**config.mk**
```make
export PLATFORM = sky130hd
export DESIGN_NAME = multi_channel_capture_ip
export DESIGN_NICKNAME = d
export VERILOG_FILES = /design/src/rtl/multi_channel_capture_ip.sv
export SDC_FILE = /design/constraint.sdc
export NUM_CORES = 1
export LEC_CHECK = 0
export ABC_AREA = 1
export CAP_MARGIN = 0
export CELL_PAD_IN_SITES_DETAIL_PLACEMENT = 0
export CELL_PAD_IN_SITES_GLOBAL_PLACEMENT = 1
export CORE_ASPECT_RATIO = 1.25
export CORE_MARGIN = 2
export CORE_UTILIZATION = 39
export CTS_CLUSTER_SIZE = 30
export DETAILED_ROUTE_END_ITERATION = 7
export DONT_BUFFER_PORTS = 1
export GPL_TIMING_DRIVEN = 1
export HOLD_SLACK_MARGIN = 0.03
export PLACE_DENSITY_LB_ADDON = 0.1
export RECOVER_POWER = 100
export SYNTH_ARGS = -nofsm -noshare
export SYNTH_HDL_FRONTEND = slang
export SYNTH_SLANG_ARGS = --single-unit
export TNS_END_PERCENT = 1
```
**constraint.sdc**
```tcl
create_clock -name clk -period 3.1 [get_ports clk]
set_input_delay 0.155 -clock clk [delete_from_list [all_inputs] [get_ports clk]]
set_output_delay 0.155 -clock clk [all_outputs]
set_load 0.02 [all_outputs]
```
**src/rtl/multi_channel_capture_ip.sv**
```systemverilog
// rtl/multi_channel_capture_ip.sv - N-channel round-robin capture into one registered, channel-tagged stream
// Optional out_parity output when CAPTURE_PARITY_EN is defined.
module multi_channel_capture_ip #(
    parameter int DATA_W   = 8,
    parameter int CHANNELS = 4,
    parameter int CNT_W    = 16,
    localparam int CH_W    = (CHANNELS > 1) ? $clog2(CHANNELS) : 1
) (
    input  logic                       clk,
    input  logic                       rst_n,
    input  logic                       en,
    input  logic [CHANNELS-1:0]        in_valid,
    input  logic [CHANNELS*DATA_W-1:0] in_data,
    output logic [CHANNELS-1:0]        in_ready,
    output logic                       out_valid,
    output logic [DATA_W-1:0]          out_data,
    output logic [CH_W-1:0]            out_chan,
    input  logic                       out_ready,
    output logic [CNT_W-1:0]           beat_count
`ifdef CAPTURE_PARITY_EN
    ,
    output logic                       out_parity
`endif
);

    logic [CH_W-1:0]   rr_ptr;
    logic [CH_W-1:0]   grant_idx;
    logic [CH_W-1:0]   next_ptr;
    logic              grant_any;
    logic              load;
    logic              accept;
    logic [DATA_W-1:0] grant_data;

    assign load = ~out_valid | out_ready;

    // Scan from rr_ptr upward with wrap; the first valid channel wins.
    always_comb begin
        int idx;
        idx        = 0;
        grant_any  = 1'b0;
        grant_idx  = '0;
        grant_data = '0;
        for (int k = 0; k < CHANNELS; k++) begin
            idx = int'(rr_ptr) + k;
            if (idx >= CHANNELS) idx = idx - CHANNELS;
            if (!grant_any && in_valid[idx]) begin
                grant_any  = 1'b1;
                grant_idx  = CH_W'(idx);
                grant_data = in_data[idx*DATA_W +: DATA_W];
            end
        end
    end

    always_comb begin
        in_ready = '0;
        if (rst_n && en && load && grant_any)
            in_ready = CHANNELS'(1) << grant_idx;
    end

    assign accept   = |(in_valid & in_ready);
    assign next_ptr = (grant_idx == CH_W'(CHANNELS - 1)) ? '0 : grant_idx + CH_W'(1);

    always_ff @(posedge clk or negedge rst_n) begin
        if (!rst_n) begin
            out_valid  <= 1'b0;
            out_data   <= '0;
            out_chan   <= '0;
            rr_ptr     <= '0;
            beat_count <= '0;
`ifdef CAPTURE_PARITY_EN
            out_parity <= 1'b0;
`endif
        end else begin
            if (accept) begin
                out_valid <= 1'b1;
                out_data  <= grant_data;
                out_chan  <= grant_idx;
                rr_ptr    <= next_ptr;
`ifdef CAPTURE_PARITY_EN
                out_parity <= ^grant_data;
`endif
            end else if (out_ready) begin
                out_valid <= 1'b0;
            end
            if (out_valid && out_ready)
                beat_count <= beat_count + CNT_W'(1);
        end
    end

endmodule

```
# --- Word-level counts from Yosys, hierarchy flattened ---
# Cells that the tools add are included.
op_classes:
  n_lt_le_gt_ge: 8
  n_bitwise: 3
  reduce_logical: 12
  n_eq_ne: 1
  muxes: 32
  add_sub_neg: 9
  shifts: 5
op_table:
  columns: ["cell", "n"]
  rows:
  - ["< comparator 32 x 4 -> 1 bit (second input constant)", 4]
  - ["2-to-1 mux 32 bit", 4]
  - ["indexed part select 32 x 32 -> 8 bit", 4]
  - ["2-to-1 mux 8 bit", 4]
  - ["adder 16 x 1 -> 16 bit (second input constant)", 1]
  - ["2-to-1 mux 1 bit", 14]
  - ["subtractor 3 x 3 -> 4 bit (second input constant)", 3]
  - ["2-to-1 mux 2 bit", 5]
  - ["greater-or-equal comparator 3 bit (second input constant)", 3]
  - ["binary-select mux 1 bit (select 2 bit)", 4]
  - ["logical AND 1 bit", 7]
  - ["adder 2 x 2 -> 3 bit (second input constant)", 2]
  - ["AND 4 bit", 1]
  - ["2-to-1 mux 4 bit", 1]
  - ["OR reduction 4 bit", 1]
  - ["left shift 1 x 2 -> 4 bit (first input constant)", 1]
  - ["subtractor 2 x 3 -> 4 bit (second input constant)", 1]
  - ["adder 2 x 1 -> 3 bit (second input constant)", 1]
  - ["greater-or-equal comparator 2 x 3 -> 1 bit (second input constant)", 1]
  - ["logical NOT 1 bit", 3]
  - ["adder 2 x 1 -> 2 bit (second input constant)", 1]
  - ["equality test 2 bit (second input constant)", 1]
  - ["nonzero test 2 bit", 1]
  - ["NOT 1 bit", 1]
  - ["bitwise OR 1 bit", 1]
word_totals:
  output_inout_bits: 31
  input_bits: 40
  reg_bits: 29
  elab_cells: 75

# --- Logic depth before layout (Yosys ltp) ---
logic_depth:
  ltp_word: 20
  depth_mapped: 22
  ltp_nobuf: 19

# --- Least setup slack after synthesis ---
# Ideal clock, no wire load.
synth_timing:
  path_type: "register to register"
  startpoint: "reg rr_ptr[1]"
  endpoint: "reg out_data[5]"
  arrival_ns: 2.765
  path_stages_with_launch: 20
  setup_time_ns: 0.123
  slack_ns: 0.212
  path_cell_list: "dfrtp_1 > inv_2 > clkbuf_1 > ha_1 > inv_2 > nand3_1 > nand2_2 > nand2_1 > nor2_1 > nand2_1 > clkinv_1 > nand2_1 > nand2_1 > inv_1 > ha_1 > nand4_1 > nand2_2 > buf_2 > o21ai_0 > nand2_1"
synth_between:
  elab_chain_len: 19
  word_cells_on_any_way: 54
synth_rtl:
  columns: ["element", "line", "rtl"]
  rows:
  - ["start: declaration", "26", "logic [CH_W-1:0] rr_ptr;"]
  - ["start signal: assignment", "78", "rr_ptr <= next_ptr;"]
  - ["parallel branches: the longest is 14 deep, another holds subtractor 3 x 3 -> 4 bit", null, null]
  - ["2-to-1 mux 2 bit *", "46", "if (!grant_any && in_valid[idx]) begin"]
  - ["net grant_idx[1]", "27", "logic [CH_W-1:0] grant_idx;"]
  - ["left shift 1 x 2 -> 4 bit *", "57", "in_ready = CHANNELS'(1) << grant_idx;"]
  - ["2-to-1 mux 4 bit *", "56", "if (rst_n && en && load && grant_any)"]
  - ["AND 4 bit *", "60", "assign accept = |(in_valid & in_ready);"]
  - ["OR reduction 4 bit *", "60", null]
  - ["end signal: assignment", "76", "out_data <= grant_data;"]
  - ["end: declaration", "16", "output logic [DATA_W-1:0] out_data,"]
# Mark *: on every way through the listed nets, which the timed path passes. The select of a mux whose other input is x is not followed.
# A chain may end at the register's enable or synchronous reset.

# --- Final worst setup path ---
layout_timing:
  startpoint: "reg rr_ptr[0]"
  endpoint: "reg out_valid"
layout_between:
  elab_chain_len: 20
  word_cells_on_any_way: 48
layout_rtl:
  columns: ["element", "line", "rtl"]
  rows:
  - ["parallel branches: the longest is 14 deep, another holds subtractor 3 x 3 -> 4 bit", null, null]
  - ["2-to-1 mux 2 bit *", "46", null]
  - ["net grant_idx[1]", "27", null]
  - ["left shift 1 x 2 -> 4 bit *", "57", null]
  - ["2-to-1 mux 4 bit *", "56", null]
  - ["AND 4 bit *", "60", null]
  - ["OR reduction 4 bit *", "60", null]
  - ["2-to-1 mux 1 bit or nonzero test 2 bit (tied branches)", null, null]
  - ["end signal: assignment", "65", "out_valid <= 1'b0;"]
  - ["end signal: assignment", "75", "out_valid <= 1'b1;"]
  - ["end signal: assignment", "83", "out_valid <= 1'b0;"]
  - ["end: declaration", "15", "output logic out_valid,"]
# Marks and branches as above.

==> results.yml <==
status:
  status: "finished with violations"
  violations: "max-capacitance violations, max-slew violations"
critical_path:
  arrival_ns: 2.94
  crit_path_frequent_cell: "nand2_1"
  crit_path_end_kind: "flip-flop"
  r2r_start: "rr_ptr[0]$_DFFE_PN0P_"
  crit_type: "flip-flop to flip-flop"
  path_max_fanout: 21
  crit_path_end: "out_valid$_DFFE_PN0P_"
  r2r_slack_ns: 0.31
  rr_endpoint: "out_valid$_DFFE_PN0P_"
  path_cells: "inv_2, buf_4, nand2_1, nand3_1, nand2_2, inv_2, nand2_1, nand2_1, o21ai_1, o21ai_0, inv_1, nand2_1, inv_1, ha_1, nand4_1, nand2_2, nor2_4, o21ai_0"
  critPathLaunch: "rr_ptr[0]$_DFFE_PN0P_"
  start_kind: "flip-flop"
  crit_path_max_incr_delay_ns: 0.39
  worstPathRequired_ns: 3.25
  cp_slowest_cell: "dfrtp_1"
  rr_worst_depth: 18
sta:
  slew_viol_final: 30
  period_minus_slack_ns: 2.79
  worst_pin_slew_ns: 1.52
  min_period_over_period_pct: 90.1
  finalSetupViolations: 0
  fmax_ghz: 0.358
  rsz0062_at_grt: "true"
  relSlewSlack_pct: -1.47
  finClkSkew_ns: 0.00807
  hold_viol_final: 0
  hold_ws_ns: 0.123
logic_synthesis:
  ys_seq_area_share_pct: 28.6
  synth_seq_cells: 29
  synth_cell_type_count: 29
  synth_nets: 447
  synthCells: 399
  yosysWarnings: 0
  syn_area_per_cell_um2: 6.35
  syn_area_um2: 2530
cts:
  numCtsBuffers: 5
  cts_buffer_depth: 2
  clock_latency_ns: 0.27
  cts.sinks: 29
  post_cts_buffers: 0
  clk_pin_slew_ns: 0.06
  tritoncts: "done"
  cts_root_buffer: "clkbuf_8"
  htreeDepth: 2
pwr:
  power.leakage_nw: 1.41
  p_per_area_nw_per_um2: 1100
  vdd_drop_max_mv: 0.346
route:
  dr.pass1.iters: 4
  drt-met1-wl_um: 2930
  route.met2.wl_um: 3500
  vias: 2513
  vias_per_cell: 5.12
  wl_um: 6820
  avgRoutedWirePerCell_um: 13.9
  drc: 0
  antenna_left: 0
  routed.top_layer: "met4"
  routed-wl-met3_um: 316
  drt_iter0_markers: 81
layout:
  nNetsFinal: 453
  multiInputGateArea_um2: 1550
  final_layout_size_suffix_gt1_share_pct: 8.62
  layout_commonest_cell: "nand2_1"
  layout_common_cells: "nand2_1 (118), o21ai_0 (62), nand3_1 (36)"
  nFillCells: 688
  register_area_um2: 726
  area_growth_pct: 8.44
  post-route-cell-area_um2: 2750
  diodes: 0
placed_design:
  place.gp.congestion: 0.808
  placed_cell_area_um2: 2640
  port_buffers: 0
  dp_hpwl_um: 5190
floorplan:
  top_level_ports: 71
  die_y_um: 94.1
  initial_core_util_pct: 40.6
  die_area_um2: 7170
  rows: 32
  die_width_um: 76.1
  core-area_um2: 6250
hold_path:
  hold_class: "input port to flip-flop"
global_route:
  grt.total_usage_pct: 19.7
  grt_pass1_wl_um: 11400
  grt_max_degree: 50
  gr-total-overflow: 0
  grt_antenna_before_repair: 0
  grt_pass1_vias: 2444
run:
  maxCapViolCount: 1
==> logic make-up (layout without fill, tap and decap cells) <==
family / Yosys count / count (layout) / share of synthesized area, %
AO/OA/AOI/OAI: 88 / 88 / 18.0
flip-flops: 29 / 29 / 28.6
buffers and inverters: 60 / 66 / 10.3
XOR/XNOR: 15 / 15 / 5.18
adder cells (fa/ha/maj): 8 / 8 / 3.95
AND/OR/NAND/NOR: 199 / 200 / 34.0
==> where the power goes <==
part	switching, W	leakage (nW)	internal (W)
Sequential	0.000193	0.379	0.000478
Clock	0.000137	0.0450	0.000155
Combinational	0.00136	0.983	0.000707
==> stage by stage <==
| step | instances | total power [W] | setup TNS (ns) | setup WS (ns) | util, % |
|---|---|---|---|---|---|
| 2_1_floorplan | 399 | 0.00225 | 0 | 0.212 | - |
| 6_report | 491 | 0.00303 | 0 | 0.308 | 44.0 |
| 5_1_grt | 491 | 0.00339 | -0.00283 | -0.00283 | 44.0 |
| 3_3_place_gp | 479 | 0.00273 | 0 | 0.318 | 42.2 |
| 3_5_place_dp | 479 | 0.00274 | 0 | 0.243 | 42.2 |
| 4_1_cts | 490 | 0.00306 | 0 | 0.221 | 44.2 |
==> metal layers <==
layer	global-route usage, %	up-vias
li1	-	1314
met1	22.9	1127
met2	38.2	66
met3	2.40	6
met4	5.30	0
met5	0	-
==> cells in the mapped netlist <==
| master | n | share of area [%] |
|---|---|---|
| o211a_1 | 1 | 0.39 |
| buf_1 | 1 | 0.15 |
| nor3_2 | 1 | 0.39 |
| dfrtp_1 | 29 | 29 |
| o21ai_0 | 62 | 12 |
| buf_2 | 8 | 1.6 |
| or2_2 | 1 | 0.25 |
| nand3_1 | 36 | 7.1 |
| clkbuf_1 | 5 | 0.74 |
| nand4_1 | 5 | 1.2 |
| nand3_2 | 1 | 0.39 |
| nor3b_1 | 1 | 0.30 |
| nor3_1 | 2 | 0.39 |
| buf_4 | 3 | 0.89 |
| xnor2_1 | 5 | 1.7 |
| nor2_4 | 1 | 0.44 |
| xor2_1 | 10 | 3.5 |
| inv_1 | 34 | 5.0 |
| o21ai_1 | 14 | 2.8 |
| nor2_1 | 28 | 4.1 |
| inv_2 | 6 | 0.89 |
| nand2_2 | 4 | 0.99 |
| a21oi_1 | 3 | 0.59 |
| o22ai_1 | 8 | 2.0 |
| nand4_4 | 1 | 0.84 |
| buf_6 | 2 | 0.89 |
| nand2_1 | 118 | 17 |
| ha_1 | 8 | 3.9 |
| clkinv_1 | 1 | 0.15 |
==> cell type report <==
| class | instances | share of cell area, % |
|---|---|---|
| Inverter | 41 | 5.60 |
| Tap cell | 85 | 3.87 |
| Clock buffer | 6 | 2.64 |
| Sequential cell | 29 | 26.4 |
| Multi-Input combinational cell | 311 | 56.5 |
| Timing Repair Buffer | 17 | 4.60 |
| Clock inverter | 2 | 0.364 |
==> flip-flops by register name, indices dropped and copies added, names as in the netlist <==
signal / count
out_valid: 1
out_chan: 2
out_data: 8
rr_ptr: 2
beat_count: 16
==> worst min-delay path by stage <==
stage,start,endpoint,cells after the start
3_3_place_gp,rst_n,beat_count[11]$_DFFE_PN0P_,0
6_report,out_ready,beat_count[0]$_DFFE_PN0P_,2
3_5_place_dp,rst_n,beat_count[11]$_DFFE_PN0P_,0
5_1_grt,out_ready,beat_count[0]$_DFFE_PN0P_,2
4_1_cts,out_ready,beat_count[0]$_DFFE_PN0P_,2
2_1_floorplan,rst_n,beat_count[0]$_DFFE_PN0P_,0
==> critical path: cells and delay by family (launching register included) <==
kind | cells | cell delay, ns
simple gates | 9 | 1.23
compound gates | 3 | 0.23
buf+inv | 5 | 0.61
flops | 1 | 0.39
fa+ha+maj | 1 | 0.20
==> repair_timing <==
action                                 CTS  global route
gates resized for setup                  0             1
endpoints found under the hold margin   30             0
setup endpoints to repair                0             9
hold buffers                             3             0
Note: power is estimated with default switching activity, not from simulation.
